`src/rtl/divider_16bit_pkg.sv`:
```
// Shared types and constants for the 16-bit restoring divider.
package div_pkg;

  typedef enum logic [1:0] {
    IDLE = 2'd0,
    CALC = 2'd1,
    DONE = 2'd2
  } state_t;

  localparam logic [1:0] PREC_8BIT = 2'b00;
  localparam logic [4:0] ITER_16   = 5'd16;
  localparam logic [4:0] ITER_8    = 5'd8;

endpackage

```
`src/rtl/divider_16bit_if.sv`:
```
// Operand/result handshake bundle between the lane slice and the divider.
interface divider_16bit_if;

  logic        in_valid;
  logic        in_ready;
  logic [15:0] operand_a_16bit;
  logic [15:0] operand_b_16bit;
  logic [1:0]  precision;
  logic        out_valid;
  logic        out_ready;
  logic [31:0] output_16bit_div;

  modport master (
    output in_valid, operand_a_16bit, operand_b_16bit, precision, out_ready,
    input  in_ready, out_valid, output_16bit_div
  );

  modport slave (
    input  in_valid, operand_a_16bit, operand_b_16bit, precision, out_ready,
    output in_ready, out_valid, output_16bit_div
  );

endinterface

```
`src/rtl/divider_16bit_step.sv`:
```
// One combinational restoring-division step of configurable width.
module restoring_div_step #(
  parameter int unsigned WIDTH = 16
) (
  input  logic [WIDTH-1:0] i_rem,
  input  logic             i_dbit,
  input  logic [WIDTH-1:0] i_divisor,
  output logic [WIDTH-1:0] o_rem,
  output logic             o_qbit
);

  logic [WIDTH:0] w_shift;
  logic [WIDTH:0] w_diff;

  // Shift in the next dividend bit, trial-subtract, restore on borrow.
  // A set top bit of the shifted value already guarantees it exceeds the divisor.
  always_comb begin
    w_shift = {i_rem, i_dbit};
    w_diff  = w_shift - {1'b0, i_divisor};
    o_qbit  = w_shift[WIDTH] | ~w_diff[WIDTH];
    o_rem   = o_qbit ? w_diff[WIDTH-1:0] : w_shift[WIDTH-1:0];
  end

endmodule

```
`src/rtl/divider_16bit.sv`:
```
// Iterative unsigned restoring divider: one 16-bit divide or two 8-bit lanes.
module divider_16bit
  import div_pkg::*;
(
  input  logic            clk,
  input  logic            rst,
  divider_16bit_if.slave  bus
);

  state_t      r_state;
  state_t      w_next;
  logic        r_mode8;
  logic [4:0]  r_cnt;
  logic [15:0] r_a;
  logic [15:0] r_b;
  logic [15:0] r_rem;
  logic [15:0] r_q;
  logic [31:0] r_out;

  logic [15:0] w_rem16;
  logic        w_q16;
  logic [7:0]  w_rem1;
  logic [7:0]  w_rem0;
  logic        w_q1;
  logic        w_q0;
  logic [15:0] w_rem_next;
  logic [15:0] w_q_next;
  logic [15:0] w_a_next;
  logic [4:0]  w_term;
  logic        w_last;

  restoring_div_step #(.WIDTH(16)) u_step16 (
    .i_rem     (r_rem),
    .i_dbit    (r_a[15]),
    .i_divisor (r_b),
    .o_rem     (w_rem16),
    .o_qbit    (w_q16)
  );

  restoring_div_step #(.WIDTH(8)) u_step_lane1 (
    .i_rem     (r_rem[15:8]),
    .i_dbit    (r_a[15]),
    .i_divisor (r_b[15:8]),
    .o_rem     (w_rem1),
    .o_qbit    (w_q1)
  );

  restoring_div_step #(.WIDTH(8)) u_step_lane0 (
    .i_rem     (r_rem[7:0]),
    .i_dbit    (r_a[7]),
    .i_divisor (r_b[7:0]),
    .o_rem     (w_rem0),
    .o_qbit    (w_q0)
  );

  // Select the step results for the latched mode; lanes shift independently at bit 8.
  always_comb begin
    w_term = r_mode8 ? ITER_8 : ITER_16;
    w_last = (r_cnt == (w_term - 5'd1));
    if (r_mode8) begin
      w_rem_next = {w_rem1, w_rem0};
      w_q_next   = {r_q[14:8], w_q1, r_q[6:0], w_q0};
      w_a_next   = {r_a[14:8], 1'b0, r_a[6:0], 1'b0};
    end else begin
      w_rem_next = w_rem16;
      w_q_next   = {r_q[14:0], w_q16};
      w_a_next   = {r_a[14:0], 1'b0};
    end
  end

  // State register.
  always_ff @(posedge clk or negedge rst) begin
    if (!rst) r_state <= IDLE;
    else      r_state <= w_next;
  end

  // Next-state decode and handshake outputs.
  always_comb begin
    w_next               = r_state;
    bus.in_ready         = 1'b0;
    bus.out_valid        = 1'b0;
    bus.output_16bit_div = r_out;
    case (r_state)
      IDLE: begin
        bus.in_ready = 1'b1;
        if (bus.in_valid) w_next = CALC;
      end
      CALC: begin
        if (w_last) w_next = DONE;
      end
      DONE: begin
        bus.out_valid = 1'b1;
        if (bus.out_ready) w_next = IDLE;
      end
      default: w_next = IDLE;
    endcase
  end

  // Operand latch, per-cycle iteration and result capture.
  always_ff @(posedge clk or negedge rst) begin
    if (!rst) begin
      r_mode8 <= 1'b0;
      r_cnt   <= '0;
      r_a     <= '0;
      r_b     <= '0;
      r_rem   <= '0;
      r_q     <= '0;
      r_out   <= '0;
    end else begin
      case (r_state)
        IDLE: begin
          if (bus.in_valid) begin
            r_a     <= bus.operand_a_16bit;
            r_b     <= bus.operand_b_16bit;
            r_mode8 <= (bus.precision == PREC_8BIT);
            r_rem   <= '0;
            r_q     <= '0;
            r_cnt   <= '0;
          end
        end
        CALC: begin
          r_a   <= w_a_next;
          r_rem <= w_rem_next;
          r_q   <= w_q_next;
          if (r_cnt < w_term) r_cnt <= r_cnt + 5'd1;
          if (w_last) r_out <= {w_rem_next, w_q_next};
        end
        default: ;
      endcase
    end
  end

endmodule

```
`src/flat_wrapper.sv`:
```
// flat-port wrapper written by rule: the top's interface ports become plain ports
module divider_16bit_flat import div_pkg::*;
  (clk, rst, bus_in_valid, bus_operand_a_16bit, bus_operand_b_16bit, bus_precision, bus_out_ready, bus_in_ready, bus_out_valid, bus_output_16bit_div);
  divider_16bit_if bus_i ();
  input  logic clk;
  input  logic rst;
  input wire logic [$bits(bus_i.in_valid)-1:0] bus_in_valid;
  input wire logic [$bits(bus_i.operand_a_16bit)-1:0] bus_operand_a_16bit;
  input wire logic [$bits(bus_i.operand_b_16bit)-1:0] bus_operand_b_16bit;
  input wire logic [$bits(bus_i.precision)-1:0] bus_precision;
  input wire logic [$bits(bus_i.out_ready)-1:0] bus_out_ready;
  output wire logic [$bits(bus_i.in_ready)-1:0] bus_in_ready;
  output wire logic [$bits(bus_i.out_valid)-1:0] bus_out_valid;
  output wire logic [$bits(bus_i.output_16bit_div)-1:0] bus_output_16bit_div;
  assign bus_i.in_valid = bus_in_valid;
  assign bus_i.operand_a_16bit = bus_operand_a_16bit;
  assign bus_i.operand_b_16bit = bus_operand_b_16bit;
  assign bus_i.precision = bus_precision;
  assign bus_i.out_ready = bus_out_ready;
  assign bus_in_ready = bus_i.in_ready;
  assign bus_out_valid = bus_i.out_valid;
  assign bus_output_16bit_div = bus_i.output_16bit_div;
  divider_16bit u_core (.clk(clk), .rst(rst), .bus(bus_i));
endmodule
```
`config.mk`:
```
export PLATFORM = sky130hd
export DESIGN_NAME = divider_16bit_flat
export DESIGN_NICKNAME = d
export VERILOG_FILES = /design/src/rtl/divider_16bit_pkg.sv /design/src/rtl/divider_16bit_if.sv /design/src/rtl/divider_16bit_step.sv /design/src/rtl/divider_16bit.sv /design/src/flat_wrapper.sv
export SDC_FILE = /design/constraint.sdc
export NUM_CORES = 1
export LEC_CHECK = 0
export CORE_UTILIZATION = 45
export CTS_CLUSTER_SIZE = 8
export DETAILED_ROUTE_END_ITERATION = 10
export DONT_BUFFER_PORTS = 1
export PLACE_DENSITY = 0.61
export SYNTH_ARGS = -nofsm -noshare
export SYNTH_HDL_FRONTEND = slang
export SYNTH_SLANG_ARGS = --single-unit
```
`constraint.sdc`:
```
create_clock -name clk -period 2.55 [get_ports clk]
set_input_delay 0.3825 -clock clk [delete_from_list [all_inputs] [get_ports clk]]
set_output_delay 0.3825 -clock clk [all_outputs]
set_load 0.01 [all_outputs]
```
==> impl_metrics.toml <==
[global_route]
grt_overflow = 0
grt_pass1_wl_microns = 24230
grt_usage_pct = 23.94
grt_pass1_vias = 4571
busiest_layer = "met2"
grtUsageMet3_pct = 5.282
antenna_found_initial = 0
grtUsageMet2_pct = 40.52
grt_use_met1_pct = 29.74
grt_max_degree = 104

[job]
drv_cap = 0

[placed_design]
place_congestion = 0.9216
placedCellCount = 835
place_area_sq_um = 6330
port_buffers = 0
place_hpwl_microns = 10890

[sta]
min_period_ns = 2.582
hold_viol = 103
tns_ns = -0.1059
slew_headroom_pct = 55.87
maxSlewViolCount = 0
whs_ns = -0.2923
max_freq_mhz = 387.3
fin_crit_sh_pct = 101.3
setup_viol = 6
fin_worst_skew_ns = 0.009621
worstMarginPinSlew_ns = 0.6611
rsz0062_at_grt = "yes"
setup_ws_ns = -0.03211

[drt]
drc = 0
dr.pass1.iters = 4
wl_microns = 15650
vias = 4763
drtAntennaViolNets = 0
avgRoutedWirePerCell_microns = 18.32
avgViaCountPerCell = 5.577
drtIter0Drc = 247

[cells_and_area]
layout.nets = 739
layout_common_cells = "nand2_1, dfrtp_1, buf_4"
final_common_cell = "nand2_1"
diodes = 0
area_growth_syn_to_layout_pct = 17.51
final_area_sq_um = 6859
drive_above_1_share_pct = 22.73
final_core_util_pct = 54.35
instances_no_fill = 854

[logic_synthesis]
synthCells = 642
post_synth_mux_area_share_pct = 3.194
synth_xor_area_share_pct = 2.101
ys_seq_area_share_pct = 44.16
syn_avg_cell_area_sq_um = 9.092
synth-seq-cells = 103
yosys.area_share.simple_pct = 17.79
async_flop_share_pct = 100.0
synth_area_sq_um = 5837
synthAdderAreaFrac_pct = 5.531
synth_compound_area_share_pct = 21.99
ys_types = 76
synth_edf_count = 0
synth_top_family_by_area = "compound AO/OA/AOI/OAI gates"
yosys_warnings = 0
synth_ff_type = "dfrtp_1"
synth_fp_nets = 704

[worst_setup_path]
worstPathRequired_ns = 2.79
slowest_stage = "dfrtp_1"
cp.arrival_ns = 2.82
worst-setup-path-type = "reg2reg"
cp_slowest_stage_delay_ns = 0.43
end_kind = "register"
start_kind = "register"
crit_chain = "ha_4 -> inv_2 -> fa_2 -> a211oi_4 -> o211ai_2 -> nand3_2 -> nand2_4 -> a21boi_1 -> a211o_1 -> mux2_2"
critPathMaxFanout = 6

[cts]
clkLatencyLatePin_ns = 0.36
clk_pin_slew_worst_paths_ns = 0.08
htreeDepth = 3
cts_tree = "built"
clock_sinks = 103
cts_buffers = 9
ctsRootBufferMaster = "clkbuf_16"
clk_path_buf_depth = 2

[run_status]
failed_checks = "hold timing, setup timing"
outcome = "finished with violations"

[floorplan]
rows = 41
initial_core_util_pct = 46.25
coreArea_sq_um = 12620
die_w_microns = 115.9
die_area_sq_um = 13430
pin_count = 72
die_y_microns = 115.9

[min_path]
hold_path.class = "in2async"
==> what timing repair did <==
item / 4_1_cts / 5_1_grt
buffers inserted: 2 / 0
gates cloned: 1 / 0
resized for setup: 21 / 34
setup endpoints to repair: 26 / 32
pin swaps: 13 / 13
hold endpoints to repair: 103 / 103
==> area by class of cell <==
cell class / instances / area [sq um]
clock buffer: 9 / 225.2
tap: 172 / 215.2
clock inverter: 7 / 66.31
fill: 1216 / 5761
sequential: 103 / 2577
multi-input combinational: 468 / 3173
inverter: 35 / 131.4
timing repair buffer: 60 / 470.5
==> worst paths after layout <==
kind	from	to	slack, ns	depth (start not counted)
worst max-delay path	u_core.r_b[0]$_DFFE_PN0P_	u_core.bus.output_16bit_div[21]$_DFFE_PN0P_	-0.03	10
worst min-delay path	rst	u_core.r_b[4]$_DFFE_PN0P_	-0.29	0
worst max register to register	u_core.r_b[0]$_DFFE_PN0P_	u_core.bus.output_16bit_div[21]$_DFFE_PN0P_	-0.03	10
worst min register to register	u_core.r_q[14]$_DFFE_PN0P_	u_core.bus.output_16bit_div[15]$_DFFE_PN0P_	0.49	2
max in group asynchronous	rst	u_core.bus.output_16bit_div[31]$_DFFE_PN0P_	2.62	0
min in group clk	bus_out_ready	u_core.r_state[1]$_DFFE_PN0P_	0.12	1
==> metrics by stage <==
stage / hold WS (ns) / setup slack [ns]
4_1_cts: -0.2933 / -0.04504
3_5_place_dp: 0.08992 / -0.1433
6_report: -0.2923 / -0.03211
5_1_grt: -0.3013 / -0.1336
3_3_place_gp: 0.09126 / -0.06781
2_1_floorplan: 0.08691 / 0.003316
==> cell usage after synthesis (all sizes together), types with 6 or more instances <==
| library cell | instances | area share [%] |
|---|---|---|
| nand3 | 12 | 1.1 |
| mux2 | 13 | 2.5 |
| a22o | 20 | 3.0 |
| nand4 | 6 | 0.75 |
| nand2 | 138 | 9.1 |
| nor3 | 7 | 0.69 |
| xnor2 | 7 | 1.1 |
| a21o | 8 | 1.0 |
| ha | 21 | 4.5 |
| a211oi | 7 | 1.1 |
| xor2 | 7 | 1.1 |
| nand2b | 9 | 0.96 |
| o31ai | 6 | 0.77 |
| a31oi | 13 | 1.4 |
| nor2 | 32 | 2.1 |
| buf | 16 | 1.6 |
| dfrtp | 103 | 44 |
| clkbuf | 21 | 1.4 |
| a21oi | 30 | 3.1 |
| o21ai | 58 | 5.4 |
| inv | 35 | 2.3 |
==> sequential cells by signal (all words and copies together) (netlist names) <==
signal                       cells
u_core.r_b                      16
u_core.r_mode8                   1
u_core.r_q                      15
u_core.r_a                      16
u_core.bus.output_16bit_div     32
u_core.r_state                   2
u_core.r_rem                    16
u_core.r_cnt                     5
==> cell families after synthesis <==
| logic type | count (synthesis) |
|---|---|
| xor gates and xnor gates | 14 |
| buffers and inverters | 72 |
| AOI/OAI and AO/OA | 182 |
| adders and majority gates | 24 |
| and+or+nand+nor | 230 |
| DFF | 103 |
| muxes | 17 |
==> critical path: cells and delay by family, from the launching register on <==
| kind | cells | cell delay [ns] |
|---|---|---|
| AO/OA/AOI/OAI | 4 | 0.93 |
| multiplexers | 1 | 0.28 |
| adder cells (fa/ha/maj) | 2 | 0.54 |
| AND/OR/NAND/NOR | 2 | 0.25 |
| flip-flops | 1 | 0.43 |
| buffers and inverters | 1 | 0.03 |
==> per-layer routing <==
metal | share of wire, % | wire length, microns
met3 | 5.1 | 795
met1 | 44 | 6933
met4 | 2.0 | 310
met5 | 0 | 0
met2 | 49 | 7606
Power is not shown: default switching activity piles up to over one toggle a cycle in this logic, so the estimate is an artifact.
